$ cat src/rtl/pipe_ctrl.sv
// pipe_ctrl: pipeline sequencer for the five-stage in-order backend.
// Produces stall/bubble/flush controls for R1..R4 from a memory handshake
// FSM, an optional multi-cycle mul/div occupancy FSM and hazard checks.
// Optional feature macro: PIPE_CTRL_MULDIV_EN (defined = mul/div FSM present;
// undefined = mul/div treated as single-cycle, md_busy/md_start tied low).
module pipe_ctrl #(
  parameter int LREG_W     = 5,
  parameter int MULDIV_LAT = 4
) (
  input  logic              clock,
  input  logic              reset,
  input  logic              id_valid,
  input  logic [LREG_W-1:0] id_rs1,
  input  logic [LREG_W-1:0] id_rs2,
  input  logic              id_rs1_used,
  input  logic              id_rs2_used,
  input  logic              ex_valid,
  input  logic [LREG_W-1:0] ex_rd,
  input  logic              ex_is_load,
  input  logic              ex_is_muldiv,
  input  logic              redirect_valid,
  input  logic              mem_valid,
  input  logic              mem_is_load,
  input  logic              mem_is_store,
  input  logic              mem_req_ready,
  input  logic              mem_resp_valid,
  output logic              stall_r1,
  output logic              stall_r2,
  output logic              stall_r3,
  output logic              bubble_r2,
  output logic              bubble_r3,
  output logic              bubble_r4,
  output logic              flush_r1,
  output logic              redirect_fire,
  output logic              md_start,
  output logic              md_busy,
  output logic              mem_req_valid,
  output logic              mem_busy
);

  // ------------------------------------------------------------------
  // Memory handshake FSM
  // ------------------------------------------------------------------
  typedef enum logic [1:0] {M_IDLE, M_REQ, M_WAIT} mem_state_t;

  mem_state_t mem_state_reg, mem_state_next;
  logic       mem_op;
  logic       mem_req_int;
  logic       mem_complete;
  logic       mem_busy_int;

  assign mem_op = mem_valid & (mem_is_load | mem_is_store);

  // Memory FSM state register
  always_ff @(posedge clock) begin
    if (reset) begin
      mem_state_reg <= M_IDLE;
    end else begin
      mem_state_reg <= mem_state_next;
    end
  end

  // Memory FSM next state, request and completion; a store finishes on
  // accept, a load finishes when its response arrives in M_WAIT
  always_comb begin
    mem_state_next = mem_state_reg;
    mem_req_int    = 1'b0;
    mem_complete   = 1'b0;
    case (mem_state_reg)
      M_IDLE: begin
        if (mem_op) begin
          mem_req_int = 1'b1;
          if (mem_req_ready) begin
            if (mem_is_load) begin
              mem_state_next = M_WAIT;
            end else begin
              mem_complete = 1'b1;
            end
          end else begin
            mem_state_next = M_REQ;
          end
        end
      end
      M_REQ: begin
        mem_req_int = 1'b1;
        if (mem_req_ready) begin
          if (mem_is_load) begin
            mem_state_next = M_WAIT;
          end else begin
            mem_complete   = 1'b1;
            mem_state_next = M_IDLE;
          end
        end
      end
      M_WAIT: begin
        if (mem_resp_valid) begin
          mem_complete   = 1'b1;
          mem_state_next = M_IDLE;
        end
      end
      default: mem_state_next = M_IDLE;
    endcase
  end

  assign mem_busy_int = mem_op & ~mem_complete;

  // ------------------------------------------------------------------
  // Mul/div occupancy FSM
  // ------------------------------------------------------------------
  logic md_start_int;
  logic md_busy_int;

`ifdef PIPE_CTRL_MULDIV_EN
  typedef enum logic {MD_IDLE, MD_BUSY} md_state_t;

  // First EX cycle is spent in MD_IDLE, last one at cnt==0
  localparam logic [3:0] CNT_LOAD = 4'(MULDIV_LAT - 2);

  md_state_t  md_state_reg, md_state_next;
  logic [3:0] cnt_reg, cnt_next;

  // Mul/div state and countdown registers
  always_ff @(posedge clock) begin
    if (reset) begin
      md_state_reg <= MD_IDLE;
      cnt_reg      <= 4'd0;
    end else begin
      md_state_reg <= md_state_next;
      cnt_reg      <= cnt_next;
    end
  end

  // Mul/div sequencing; at cnt==0 the op is done and only MEM can hold it
  always_comb begin
    md_state_next = md_state_reg;
    cnt_next      = cnt_reg;
    md_start_int  = 1'b0;
    md_busy_int   = 1'b0;
    case (md_state_reg)
      MD_IDLE: begin
        if (ex_valid & ex_is_muldiv) begin
          md_start_int  = 1'b1;
          md_busy_int   = 1'b1;
          cnt_next      = CNT_LOAD;
          md_state_next = MD_BUSY;
        end
      end
      MD_BUSY: begin
        if (cnt_reg != 4'd0) begin
          md_busy_int = 1'b1;
          cnt_next    = cnt_reg - 4'd1;
        end else if (!mem_busy_int) begin
          md_state_next = MD_IDLE;
        end
      end
      default: md_state_next = MD_IDLE;
    endcase
  end
`else
  // Mul/div is a plain single-cycle EX op in this build
  logic unused_muldiv;
  assign unused_muldiv = ex_is_muldiv ^ (MULDIV_LAT > 1);
  assign md_start_int  = 1'b0;
  assign md_busy_int   = 1'b0;
`endif

  // ------------------------------------------------------------------
  // Hazards and prioritised output decode
  // ------------------------------------------------------------------
  logic load_use;
  logic redirect_ok;

  assign load_use = id_valid & ex_valid & ex_is_load & (ex_rd != '0) &
                    ((id_rs1_used & (id_rs1 == ex_rd)) |
                     (id_rs2_used & (id_rs2 == ex_rd)));

  // A redirect waits until EX is free to move, the BJU holds it meanwhile
  assign redirect_ok = ex_valid & redirect_valid & ~mem_busy_int & ~md_busy_int;

  // Output decode: MEM stall > mul/div stall > redirect > load-use, all quiet in reset
  always_comb begin
    stall_r1      = 1'b0;
    stall_r2      = 1'b0;
    stall_r3      = 1'b0;
    bubble_r2     = 1'b0;
    bubble_r3     = 1'b0;
    bubble_r4     = 1'b0;
    flush_r1      = 1'b0;
    redirect_fire = 1'b0;
    md_start      = 1'b0;
    md_busy       = 1'b0;
    mem_req_valid = 1'b0;
    mem_busy      = 1'b0;
    if (!reset) begin
      md_start      = md_start_int;
      md_busy       = md_busy_int;
      mem_req_valid = mem_req_int;
      mem_busy      = mem_busy_int;
      redirect_fire = redirect_ok;
      if (mem_busy_int) begin
        stall_r1  = 1'b1;
        stall_r2  = 1'b1;
        stall_r3  = 1'b1;
        bubble_r4 = 1'b1;
      end else if (md_busy_int) begin
        stall_r1  = 1'b1;
        stall_r2  = 1'b1;
        bubble_r3 = 1'b1;
      end else if (redirect_ok) begin
        flush_r1  = 1'b1;
        bubble_r2 = 1'b1;
      end else if (load_use) begin
        stall_r1  = 1'b1;
        bubble_r2 = 1'b1;
      end
    end
  end

endmodule

$ cat config.mk
export PLATFORM = sky130hd
export DESIGN_NAME = pipe_ctrl
export DESIGN_NICKNAME = d
export VERILOG_FILES = /design/src/rtl/pipe_ctrl.sv
export SDC_FILE = /design/constraint.sdc
export NUM_CORES = 1
export LEC_CHECK = 0
export BUFFER_PORTS_ARGS = -buffer_cell sky130_fd_sc_hd__buf_2
export CORE_AREA = 5 5 42 44
export DETAILED_ROUTE_END_ITERATION = 6
export DIE_AREA = 0 0 47 49
export PLACE_DENSITY_LB_ADDON = 0.3
export SYNTH_ARGS = -nofsm -noshare
export SYNTH_HDL_FRONTEND = slang
export SYNTH_SLANG_ARGS = --single-unit
$ cat constraint.sdc
create_clock -name clock -period 1.7 [get_ports clock]
set_input_delay 0.34 -clock clock [delete_from_list [all_inputs] [get_ports clock]]
set_output_delay 0.34 -clock clock [all_outputs]
set_load 0.005 [all_outputs]
* Yosys cells after proc, flatten, opt, wreduce, memory -nomap -nowiden
Index checks and enable logic that the tools add are counted.
** Storage, ports and cells
- Bits in registers :: 2
- Input port bits :: 29
- Output and inout port bits :: 12
- Word-level logic and storage cells :: 55
** Cells by class
- Eq/ne operators :: 8
- Mux-type cells :: 29
- Bitwise gates (word level) :: 14
- Reduce and logical (&&, ||, !) cells :: 3
** Operators with widths (count)
- $mux 1 :: 20
- $mux 2 :: 6
- $and 1x1->1 :: 10
- $eq 5x5->1 :: 2
- $ne 2x2->1 const B :: 3
- $pmux 2 s3 :: 1
- $reduce_bool 5->1 :: 1
- $reduce_and 4->1 :: 1
- $ne 3x3->1 const B :: 1
- $pmux 1 s3 :: 1
- $eq 2x1->1 const B :: 1
- $eq 2x2->1 const B :: 1
- $logic_not 2->1 :: 1
- $not 1->1 :: 2
- $or 1x1->1 :: 2
- $pmux 1 s2 :: 1

* Longest topological paths before layout
- Word-level depth :: 11
- Depth in mapped cells :: 5

* Least setup slack after synthesis
No wires, ideal clock.
- Kind :: register to output
- Start :: reg mem_state_reg[1]
- End :: out mem_busy
- Arrival time :: 1201 ps
- Required time :: 1360 ps
- Path slack :: 159 ps
- Cell stages (with the launch flop) :: 6
- Buffers on the path :: 1
- Cells stage by stage :: dfxtp_1 nand2b_1 a21oi_1 or2_2 nor2_1 buf_4
** Between the ends
- Word-level cells in the longest chain between the ends :: 5
** Ends and longest elaborated chain
- from (decl) :: line 46 : mem_state_t mem_state_reg, mem_state_next;
- from (signal assigned) :: line 59 : mem_state_reg <= mem_state_next;
- $eq 2x2->1, or another cell as far along :: line 69 : case (mem_state_reg)
- $pmux 1 s3 * :: line 69
- $not 1->1 * :: line 105 : assign mem_busy_int = mem_op & ~mem_complete;
- $and 1x1->1 * :: line 105
- $mux 1 * :: line 194 : if (!reset) begin
- to (decl) :: line 38 : output logic mem_busy
Mark *: on every way between the ends. The rest lies on a longest branch, timed or not.

* Worst setup path after layout
- Start :: in ex_rd[0]
- End :: out bubble_r2
** Between the ends
- Word-level cells in the longest chain between the ends :: 8
** Ends and longest elaborated chain
- from (decl) :: line 18 : input logic [LREG_W-1:0] ex_rd,
- $eq 5x5->1 (on tied branches) :: line 174, 175
- $and 1x1->1 (on tied branches) :: line 174, 175
- $or 1x1->1 :: line 174 : ((id_rs1_used & (id_rs1 == ex_rd)) |
- $and 1x1->1 * :: line 173 : assign load_use = id_valid & ex_valid & ex_is_load & (ex_rd != '0) &
- $mux 1 * :: line 212 : end else if (load_use) begin
- $mux 1 * :: line 209 : end else if (redirect_ok) begin
- $mux 1 * :: line 200 : if (mem_busy_int) begin
- $mux 1 * :: line 194
- to (decl) :: line 30 : output logic bubble_r2,
Marked as above.

==> key figures <==
Run status
  – Outcome: complete, no violations

Setup path
  – Setup crit start kind: primary input
  – Worst-path cell chain: buf_4 -> xor2_2 -> nor4_2 -> a32oi_1 -> a21oi_1 -> buf_2
  – WP buf/inv: 2
  – WP data arrival: 1.31 ns
  – Slowest cell on crit path: nor4_2
  – Crit Path Category: in2out
  – Worst EP required: roughly 1.4 ns
  – CP top delay family: compound AO/OA/AOI/OAI gates
  – CP max FO: 3
  – Endpoint class of the critical path: primary output
  – Max incr delay on CP: 0.27 ns

Yosys
  – Library cells used by synthesis: 22
  – Synth Register Bits: 2
  – Cell taking the most area after synthesis: xor2_1
  – Seq/Total Area, Yosys: 0.109
  – Synth Cell Area: roughly 370 µm²
  – Share of the synthesized area in the top cell type: 0.191
  – Synth warn: 0
  – Post-Syn Area per Cell: 7.19 µm²
  – Synth Instances: 51
  – Synth top area cells: xor2_1, buf_4, dfxtp_1, nor2_1, a21oi_1

Routing
  – Wirelength per Cell: ~12 µm
  – Post-DRT Antenna Nets: 0
  – Vias/cell: approximately 4.6
  – WL final: roughly 1200 µm
  – Pre-antenna DRT Iters: 4
  – Via count: roughly 470
  – Initial DRC count: 2
  – Number of remaining DRC errors: 0

Clocking
  – Cts hold-fix bufs: 0
  – TritonCTS Sinks: 2
  – Clock buffer depth: 2
  – Num CTS Buffers: 3
  – H-tree depth: 1
  – Clk_lat worst skew: ~0.23 ns
  – Clock transition at path regs: 0.03 ns
  – CTS tree: yes
  – CTS root buf: clkbuf_4

Global route
  – Largest net degree at the start of global routing: 9
  – First-pass GRT wire length: between 1500 and 2000 µm
  – GRT overflow: 0
  – Antenna violations before repair: 0
  – Total GRT Usage: 0.103
  – Vias in the first global route: 430

Cells and area
  – Reg area: 42.5 µm²
  – Max reg flops: 2
  – Layout cell share with drive strength beyond 1: 0.570
  – ANT cells: 0
  – Nets: ~120
  – Leading cell type in the layout, fill and taps excluded: buf_2
  – Layout area overhead: 64.2%
  – # fillers: 156
  – Commonest non-fill, non-tap cells in the layout: buf_2, xor2_1, nor2_1
  – Non-Filler Instances: slightly above 100
  – Area of the multi-input gates: approximately 320 µm²

Die
  – # rows: 14
  – Initial core utilization: 0.262
  – Die span in x: about 47 µm
  – Core Region: about 0.0014 mm²
  – Die area: 0.00230 mm²
  – Die H: 49 µm
  – Num ports: between 40 and 50

STA
  – Final hold vios: 0
  – Worst hold slack: 0.339 ns
  – Fmax: 607 MHz
  – Final period utilization: 0.969
  – Final period demand of the worst path: approximately 1.6 ns
  – Fin. max-slew vios: 0
  – Final Setup Violations: 0
  – Clk_skew: 0.00415 ns
  – RSZ-0062 raised after global routing: true

Placement
  – IO buf count: 36
  – Placed insts: 98
  – Placer Congestion: about 0.7
  – Hpwl dp: 929 µm

Power
  – Leak pwr: 0.303 nW
  – Power Dens Cells: 456 mW/mm²
  – Peak supply drop: 325 µV

Job
  – Max Cap Viol: 0

Min path
  – HP Class: in2reg
-- path summary, 6_finish.rpt --
kind	startpoint	to	slack [ns]	cells past startpoint
setup / recovery	ex_rd[0]	bubble_r2	0.05	6
hold reg to reg	mem_state_reg[1]	mem_state_reg[0]	0.54	2
setup reg to reg	mem_state_reg[1]	mem_state_reg[1]	0.87	4
hold / removal	mem_req_ready	mem_state_reg[0]	0.34	2
-- cells in the mapped netlist, drive strengths merged --
cell type  count
o21a           1
nor3b          1
dfxtp          2
conb           1
nand3b         2
and2           2
nand4b         1
o22ai          2
a32oi          1
xnor2          2
a21oi          4
nand2b         1
or2            1
nor4           3
nand2          3
nor3           2
xor2           8
and3b          1
nor2           6
buf            7
-- logic make-up (layout without fill, tap and decap cells) --
kind of cell | count (synthesis) | in the layout | synth area share
DFF | 2 | 2 | 0.109
AOI/OAI and AO/OA | 8 | 8 | 0.133
xor gates and xnor gates | 10 | 10 | 0.239
buffers and inverters | 7 | 40 | 0.143
and+or+nand+nor | 23 | 23 | 0.365
other | 1 | 3 | 0.0102
-- metal layers --
layer | share of wire | global-route usage | routed length [µm] | vias to the layer above
met5 | 0 | 0 | 0 | -
met4 | 0 | 0.0553 | 0 | 0
met3 | 0.14 | 0.0517 | 172 | 0
met2 | 0.52 | 0.154 | 629 | 23
met1 | 0.33 | 0.114 | 402 | 204
li1 | - | - | - | 240
-- power breakdown --
group	switching [W]	internal (W)
sequential	0.00000219	0.0000499
clock	0.0000273	0.0000779
combinational	0.0000544	0.0000626
-- stage by stage --
step | setup slack, ns | total power (W) | TNS [ns] | util | area, µm²
final | 0.0524 | 0.000274 | 0 | 0.429 | 602
after global routing | -0.0125 | 0.000304 | -0.0125 | 0.429 | 602
after CTS | 0.00419 | 0.000270 | 0 | 0.398 | 558
after detailed placement | 0.00770 | 0.000153 | 0 | 0.372 | 522
after global placement | -0.00125 | 0.000152 | -0.00125 | 0.372 | 522
after floorplan | 0.159 | 0.000108 | 0 | - | 374
-- area by class of cell --
class	count	area share
flip-flops and latches	2	0.0707
well taps	16	0.0333
repair buffers	37	0.331
multi-input cells	44	0.528
clock buffers	3	0.0374
-- what timing repair did --
action,4_1_cts,5_1_grt
resized for setup,3,9
pin swaps,0,5
endpoints found under the setup margin,7,8
setup buffers,1,0
No activity file was read; power rests on OpenSTA's default activity.
